$ cat config.mk
export PLATFORM = sky130hd
export DESIGN_NAME = vend_change_sequencer
export DESIGN_NICKNAME = d
export VERILOG_FILES = /design/src/rtl/vend_pkg.sv /design/src/rtl/vend_drop_timer.sv /design/src/rtl/vend_change_sequencer.sv
export SDC_FILE = /design/constraint.sdc
export NUM_CORES = 1
export LEC_CHECK = 0
export CAP_MARGIN = 15
export CORE_MARGIN = 5
export CORE_UTILIZATION = 54
export CTS_CLUSTER_SIZE = 8
export DETAILED_ROUTE_END_ITERATION = 16
export PLACE_DENSITY = 0.9
export RECOVER_POWER = 50
export SYNTH_ARGS = -nofsm -noshare
export SYNTH_HDL_FRONTEND = slang
export SYNTH_HIERARCHICAL = 1
export SYNTH_SLANG_ARGS = --single-unit
$ cat constraint.sdc
create_clock -name clk -period 3.1 [get_ports clk]
set_clock_uncertainty 0.1 [all_clocks]
set_input_delay 0.93 -clock clk [delete_from_list [all_inputs] [get_ports clk]]
set_output_delay 0.93 -clock clk [all_outputs]
set_load 0.01 [all_outputs]
$ cat src/rtl/vend_pkg.sv
// Shared types and constants for the change-payout path of the vending machine.
package vend_pkg;

    // Change sequencer FSM states.
    typedef enum logic [2:0] {
        IDLE      = 3'd0,
        SELECT    = 3'd1,
        EJECT     = 3'd2,
        WAIT_DROP = 3'd3,
        DONE      = 3'd4,
        FAULT     = 3'd5
    } chg_state_t;

    // Which hopper the current eject targets.
    typedef enum logic {
        NICKEL = 1'b0,
        DIME   = 1'b1
    } coin_sel_t;

    // Value of each coin in nickel units.
    localparam int unsigned NICKEL_UNITS = 1;
    localparam int unsigned DIME_UNITS   = 2;

    // Coin encodings shared with the vending FSM.
    localparam logic [1:0] COIN_5C  = 2'b01;
    localparam logic [1:0] COIN_10C = 2'b10;
    localparam logic [1:0] COIN_25C = 2'b11;

    // Nickel units paid out by one coin of the given kind.
    function automatic logic [1:0] coin_units(input coin_sel_t coin);
        logic [1:0] units;
        case (coin)
            DIME:    units = 2'(DIME_UNITS);
            NICKEL:  units = 2'(NICKEL_UNITS);
            default: units = 2'(NICKEL_UNITS);
        endcase
        return units;
    endfunction

endpackage

$ cat src/rtl/vend_drop_timer.sv
// Drop-sense watchdog: counts cycles spent waiting for a coin to fall and
// flags when the last allowed cycle has been reached.
module vend_drop_timer #(
    parameter int TIMEOUT = 16
) (
    input  logic i_clk,
    input  logic i_rst,
    input  logic i_clr,
    input  logic i_en,
    output logic o_expired
);

    localparam int TW = (TIMEOUT > 1) ? $clog2(TIMEOUT) : 1;
    localparam logic [TW-1:0] LAST = TW'(TIMEOUT - 1);

    logic [TW-1:0] r_count;

    // Cycle counter: cleared on each new eject, holds once the limit is reached.
    always_ff @(posedge i_clk) begin
        if (i_rst) begin
            r_count <= '0;
        end else if (i_clr) begin
            r_count <= '0;
        end else if (i_en && (r_count != LAST)) begin
            r_count <= r_count + TW'(1);
        end else begin
            r_count <= r_count;
        end
    end

    assign o_expired = (r_count == LAST);

endmodule

$ cat src/rtl/vend_change_sequencer.sv
// Change payout controller: pays a nickel-unit amount from a dime hopper and a
// nickel hopper (dimes first), one coin per eject pulse, confirming each coin
// with the drop sensor. Tracks inventory and latches a jam fault.
module vend_change_sequencer
    import vend_pkg::*;
#(
    parameter int AMT_W      = 3,
    parameter int CNT_W      = 6,
    parameter int TIMEOUT    = 16,
    parameter int MAX_CHANGE = 4
) (
    input  logic             clk,
    input  logic             rst,
    input  logic             req_valid,
    input  logic [AMT_W-1:0] req_amt,
    output logic             req_ready,
    output logic             done,
    output logic [AMT_W-1:0] short_amt,
    output logic             eject_n,
    output logic             eject_d,
    input  logic             drop_sense,
    input  logic             refill_n,
    input  logic             refill_d,
    input  logic [CNT_W-1:0] refill_cnt,
    input  logic             fault_clr,
    output logic [CNT_W-1:0] nickel_cnt,
    output logic [CNT_W-1:0] dime_cnt,
    output logic             exact_only,
    output logic             fault
);

    // Clamp a one-bit-wider sum back into the counter range.
    function automatic logic [CNT_W-1:0] sat_cnt(input logic [CNT_W:0] value);
        logic [CNT_W-1:0] result;
        if (value[CNT_W]) begin
            result = '1;
        end else begin
            result = value[CNT_W-1:0];
        end
        return result;
    endfunction

    // Registered state
    chg_state_t       r_state;
    logic [AMT_W-1:0] r_remaining;
    coin_sel_t        r_coin;
    logic [AMT_W-1:0] r_short;
    logic [CNT_W-1:0] r_nickel_cnt;
    logic [CNT_W-1:0] r_dime_cnt;

    // Registered outputs
    logic             r_req_ready;
    logic             r_done;
    logic [AMT_W-1:0] r_short_amt;
    logic             r_eject_n;
    logic             r_eject_d;
    logic             r_fault;

    // Next-state terms
    chg_state_t       w_state_nxt;
    logic [AMT_W-1:0] w_remaining_nxt;
    coin_sel_t        w_coin_nxt;
    logic [AMT_W-1:0] w_short_nxt;
    logic             w_dec_n;
    logic             w_dec_d;
    logic             w_tmr_clr;
    logic             w_tmr_en;
    logic             w_tmr_expired;

    // Inventory arithmetic
    logic [CNT_W:0]   w_nickel_sum;
    logic [CNT_W:0]   w_dime_sum;
    logic [CNT_W+1:0] w_guaranteed;

    vend_drop_timer #(
        .TIMEOUT (TIMEOUT)
    ) u_drop_timer (
        .i_clk     (clk),
        .i_rst     (rst),
        .i_clr     (w_tmr_clr),
        .i_en      (w_tmr_en),
        .o_expired (w_tmr_expired)
    );

    // Next-state and datapath decisions for the payout FSM.
    always_comb begin
        w_state_nxt     = r_state;
        w_remaining_nxt = r_remaining;
        w_coin_nxt      = r_coin;
        w_short_nxt     = r_short;
        w_dec_n         = 1'b0;
        w_dec_d         = 1'b0;
        w_tmr_clr       = 1'b0;
        w_tmr_en        = 1'b0;
        case (r_state)
            IDLE: begin
                // req_ready is high throughout IDLE, so req_valid alone is the handshake.
                if (req_valid) begin
                    w_remaining_nxt = req_amt;
                    if (req_amt == '0) begin
                        w_short_nxt = '0;
                        w_state_nxt = DONE;
                    end else begin
                        w_state_nxt = SELECT;
                    end
                end else begin
                    w_state_nxt = IDLE;
                end
            end
            SELECT: begin
                if ((r_remaining >= AMT_W'(2)) && (r_dime_cnt != '0)) begin
                    w_coin_nxt  = DIME;
                    w_state_nxt = EJECT;
                end else if ((r_remaining >= AMT_W'(1)) && (r_nickel_cnt != '0)) begin
                    w_coin_nxt  = NICKEL;
                    w_state_nxt = EJECT;
                end else if (r_remaining == '0) begin
                    w_short_nxt = '0;
                    w_state_nxt = DONE;
                end else begin
                    // Hoppers cannot cover what is left; report it as short.
                    w_short_nxt = r_remaining;
                    w_state_nxt = DONE;
                end
            end
            EJECT: begin
                w_tmr_clr   = 1'b1;
                w_state_nxt = WAIT_DROP;
            end
            WAIT_DROP: begin
                if (drop_sense) begin
                    w_dec_n         = (r_coin == NICKEL);
                    w_dec_d         = (r_coin == DIME);
                    w_remaining_nxt = r_remaining - AMT_W'(coin_units(r_coin));
                    w_state_nxt     = SELECT;
                end else if (w_tmr_expired) begin
                    w_state_nxt = FAULT;
                end else begin
                    w_tmr_en    = 1'b1;
                    w_state_nxt = WAIT_DROP;
                end
            end
            DONE: begin
                w_state_nxt = IDLE;
            end
            FAULT: begin
                if (fault_clr) begin
                    w_state_nxt = IDLE;
                end else begin
                    w_state_nxt = FAULT;
                end
            end
            default: begin
                w_state_nxt = IDLE;
            end
        endcase
    end

    // FSM state register with outputs decoded from the next state so they
    // change on the same edge as the state they belong to.
    always_ff @(posedge clk) begin
        if (rst) begin
            r_state     <= IDLE;
            r_remaining <= '0;
            r_coin      <= NICKEL;
            r_short     <= '0;
            r_req_ready <= 1'b1;
            r_done      <= 1'b0;
            r_short_amt <= '0;
            r_eject_n   <= 1'b0;
            r_eject_d   <= 1'b0;
            r_fault     <= 1'b0;
        end else begin
            r_state     <= w_state_nxt;
            r_remaining <= w_remaining_nxt;
            r_coin      <= w_coin_nxt;
            r_short     <= w_short_nxt;
            r_req_ready <= (w_state_nxt == IDLE);
            r_done      <= (w_state_nxt == DONE);
            r_short_amt <= (w_state_nxt == DONE) ? w_short_nxt : '0;
            r_eject_n   <= (w_state_nxt == EJECT) && (w_coin_nxt == NICKEL);
            r_eject_d   <= (w_state_nxt == EJECT) && (w_coin_nxt == DIME);
            r_fault     <= (w_state_nxt == FAULT);
        end
    end

    // Refill plus optional single-coin decrement; SELECT only picks a
    // non-empty hopper, so the sum is at least 1 whenever a decrement applies.
    always_comb begin
        w_nickel_sum = {1'b0, r_nickel_cnt} + (refill_n ? {1'b0, refill_cnt} : (CNT_W+1)'(0));
        w_dime_sum   = {1'b0, r_dime_cnt} + (refill_d ? {1'b0, refill_cnt} : (CNT_W+1)'(0));
        if (w_dec_n) begin
            w_nickel_sum = w_nickel_sum - (CNT_W+1)'(1);
        end else begin
            w_nickel_sum = w_nickel_sum;
        end
        if (w_dec_d) begin
            w_dime_sum = w_dime_sum - (CNT_W+1)'(1);
        end else begin
            w_dime_sum = w_dime_sum;
        end
    end

    // Hopper inventory registers, saturating at full scale.
    always_ff @(posedge clk) begin
        if (rst) begin
            r_nickel_cnt <= '0;
            r_dime_cnt   <= '0;
        end else begin
            r_nickel_cnt <= sat_cnt(w_nickel_sum);
            r_dime_cnt   <= sat_cnt(w_dime_sum);
        end
    end

    // Guaranteed change in nickel units, wide enough for two full hoppers.
    assign w_guaranteed = (CNT_W+2)'(r_nickel_cnt) + ((CNT_W+2)'(r_dime_cnt) << 1);

    assign exact_only = (r_nickel_cnt == '0) || (w_guaranteed < (CNT_W+2)'(MAX_CHANGE));

    assign req_ready  = r_req_ready;
    assign done       = r_done;
    assign short_amt  = r_short_amt;
    assign eject_n    = r_eject_n;
    assign eject_d    = r_eject_d;
    assign fault      = r_fault;
    assign nickel_cnt = r_nickel_cnt;
    assign dime_cnt   = r_dime_cnt;

endmodule

==> flow_metrics.tcl <==
set metrics [dict create \
    crit_start "refill_cnt[4]" \
    avgSynthCellArea_um2 8.59 \
    gr-total-overflow 0 \
    synth_commonest_cells "dfxtp_1 (34), nor2_1 (26), a21oi_1 (22), ha_1 (20), nand2_1 (19)" \
    cts_sinks 34 \
    place.gp.congestion 0.824 \
    route.detailed.drc 0 \
    crit_buf_inv 3 \
    cp.arrival_ns 3.18 \
    crit_fanout 4 \
    numPortBuffers 36 \
    die_area_mm2 0.00593 \
    routed_wirelength_um 7190 \
    coreArea_mm2 0.00435 \
    crit_top_cell "buf_4" \
    hp-class "reg -> reg" \
    synth_area_mm2 0.00242 \
    post-route-period-util_pct 100 \
    grt_first_pass_wirelength_um 10700 \
    tightest_slew_ns 0.529 \
    ys_seq_area_share_pct 28.1 \
    diodes 0 \
    finalPower_mw 2.10 \
    r2r-end "dime_cnt[1]$_SDFF_PP0_" \
    viasPerCell 5.92 \
    ant_nets 0 \
    layout-area-overhead-vs-synth_pct 40.7 \
    drt_first_pass_iters 4 \
    max_freq_mhz 322 \
    holdBufCountCts 0 \
    cts.clk_slew.worst_paths_ns 0.07 \
    setup_viol 2 \
    yosysMostFrequentCell "dfxtp_1" \
    peakVddDrop_mv 0.372 \
    cp-end-kind "flip-flop" \
    drv_cap 0 \
    synth_cells 282 \
    grt.total_usage_pct 22.2 \
    postLayoutCoreUtil_pct 78.3 \
    ios 37 \
    rsz0062_at_grt "yes" \
    num_vias 2461 \
    pre_cts_slack_ns -0.526 \
    drv_slew 0 \
    slowest_delay_ns 0.47 \
    power_density_mw_per_mm2 616 \
    critPathSlowestCell "or3b_2" \
    n_fill_cell 281 \
    seqCellArea_um2 682 \
    grt_max_degree 16 \
    crit_path_end "nickel_cnt[5]$_SDFF_PP0_" \
    row_count 24 \
    leakage_nw 1.42 \
    die_w_um 77.0 \
    antenna_found_initial 0 \
    violations "setup timing" \
    die_h_um 77.0 \
    root_buffer "clkbuf_8" \
    synth_largest_area_cell "dfxtp_1" \
    numCtsBuffers 5 \
    clkLatencyLatePin_ns 0.29 \
    wl_per_cell_um 17.3 \
    synth_edf_count 0 \
    worstReg2RegStart "dime_cnt[0]$_SDFF_PP0_" \
    r2r_cells 9 \
    synth_top_area_share_pct 28.1 \
    setup_ws_ns -0.00394 \
    cp.depth 10 \
    startpoint_type "input port" \
    initial_utilization_pct 55.6 \
    multiInputGateArea_mm2 0.00184 \
    synth_cell_types 69 \
    grt_pass1_vias 2416 \
    synth-main-ff-cell "dfxtp_1" \
    dp_hpwl_um 4860 \
    syn-num-nets 322 \
    yosys-top-cells-area "dfxtp_1 (28%), ha_1 (10%), a21oi_1 (4.5%)" \
    yosysWarnings 6 \
    final_cells 416 \
    min_period_ns 3.10 \
    cts_tree "built" \
    crit_chain "clkdlybuf4s50_1 -> and2_1 -> ha_1 -> or3b_2 -> o211ai_1 -> a311oi_2 -> buf_4 -> buf_4 -> o22ai_1 -> a21oi_1" \
    nets 403 \
    dp_cells 399 \
    path_delay_family "buffers and inverters" \
    drtIter0Drc 131 \
    drive_above_1_share_pct 31.0 \
    critPathRequiredTime_ns 3.17 \
    finalHoldViolCount 0 \
    regToRegSetupSlack_ns 0.38 \
    cts_buffer_depth 2 \
    path_class "in -> reg" \
    async_reset_ff_share_pct 0 \
    relSlewSlack_pct 64.6 \
    ys_ff_latch 34 \
    status "finished with violations" \
    ctsHtreeMaxLevel 2 \
]
[worst reg2reg max path: cells and delay by family (launching register included)]
family          cells  cell delay [ns]
compound gates      1             0.10
xor+xnor            1             0.27
simple gates        2             0.65
fa+ha+maj           3             0.96
flops               1             0.34
buf+inv             2             0.18
[state kept, by name, indices dropped and copies added (netlist names)]
| name | flops |
|---|---|
| fault | 1 |
| eject_d | 1 |
| nickel_cnt | 6 |
| u_drop_timer/r_count | 4 |
| r_short | 3 |
| short_amt | 3 |
| req_ready | 1 |
| dime_cnt | 6 |
| r_coin | 1 |
| done | 1 |
| eject_n | 1 |
| r_state | 3 |
| r_remaining | 3 |
[cell families after synthesis]
family                   count (synthesis)  share of synthesized area, %
multiplexers                             4                          1.76
buffers and inverters                   22                          4.03
adder cells (fa/ha/maj)                 24                          13.6
AND/OR/NAND/NOR                        117                          27.6
XOR/XNOR                                12                          4.34
AO/OA/AOI/OAI                           69                          20.5
flip-flops                              34                          28.1
[metal layers]
metal | wire (µm) | GRT usage, % | vias up
met4 | 222 | 9.28 | 0
met5 | 0 | 0 | -
met3 | 361 | 4.45 | 21
met1 | 2890 | 24.3 | 1173
met2 | 3710 | 41.0 | 92
li1 | - | - | 1175
[stage by stage]
step / setup TNS (ns) / area (µm²) / hold slack [ns]
floorplan: 0 / 2420 / 0.348
global route: -0.310 / 3410 / 0.406
global placement: -3.28 / 3070 / 0.361
detailed placement: -4.47 / 3070 / 0.364
finish: -0.00767 / 3410 / 0.386
CTS: 0 / 3280 / 0.382
[final cells by class]
cell class	count	area share, %
Inverter	16	1.76
Clock buffer	7	2.53
Tap cell	52	1.91
Clock inverter	1	0.147
Sequential cell	34	20.0
Timing Repair Buffer	80	19.8
Multi-Input combinational cell	226	53.9
[how the worst min path moves through the flow]
stage                                      from                       to  slack [ns]  cells past startpoint
after floorplan           r_short[0]$_SDFF_PP0_  short_amt[0]$_SDFF_PP0_        0.35                      2
after global placement    r_short[2]$_SDFF_PP0_  short_amt[2]$_SDFF_PP0_        0.36                      2
after detailed placement  r_short[2]$_SDFF_PP0_  short_amt[2]$_SDFF_PP0_        0.36                      2
after CTS                 r_short[2]$_SDFF_PP0_  short_amt[2]$_SDFF_PP0_        0.38                      2
after global routing      r_short[1]$_SDFF_PP0_    r_short[1]$_SDFF_PP0_        0.41                      2
final                     r_short[2]$_SDFF_PP0_  short_amt[2]$_SDFF_PP0_        0.39                      2
[layout by cell type, fill, tap and decap left out, drive strengths merged, types with 3 or more instances in the layout]
cell type      netlist  final
nor3                 6      6
xor2                 6      6
a21oi               23     23
nor3b                3      3
nor2                27     27
fa                   4      4
dfxtp               34     34
nand2b               6      6
a211oi               3      3
nand3               11     11
ha                  20     20
clkdlybuf4s50        0     18
and2                13     13
nand3b               4      4
a31o                 3      3
o22ai                3      3
xnor2                6      6
nor2b                4      4
or3b                 3      3
a31oi                4      4
or2                  4      4
nand2               20     20
inv                 16     16
dlygate4sd3          0     13
o21ai               16     16
nand4                4      4
buf                  4     42
o211ai               3      3
clkbuf               2     11
[where the power goes]
| group | internal [mW] | switching [mW] |
|---|---|---|
| Combinational | 0.575 | 0.590 |
| Clock | 0.179 | 0.154 |
| Sequential | 0.507 | 0.0953 |
[repair_timing]
item                                    in CTS  in global routing
gates resized for setup                     24                 30
pin swaps                                   14                 18
endpoints found under the setup margin      10                 10
buffers inserted                             5                  4
No activity file was read; power rests on OpenSTA's default activity.
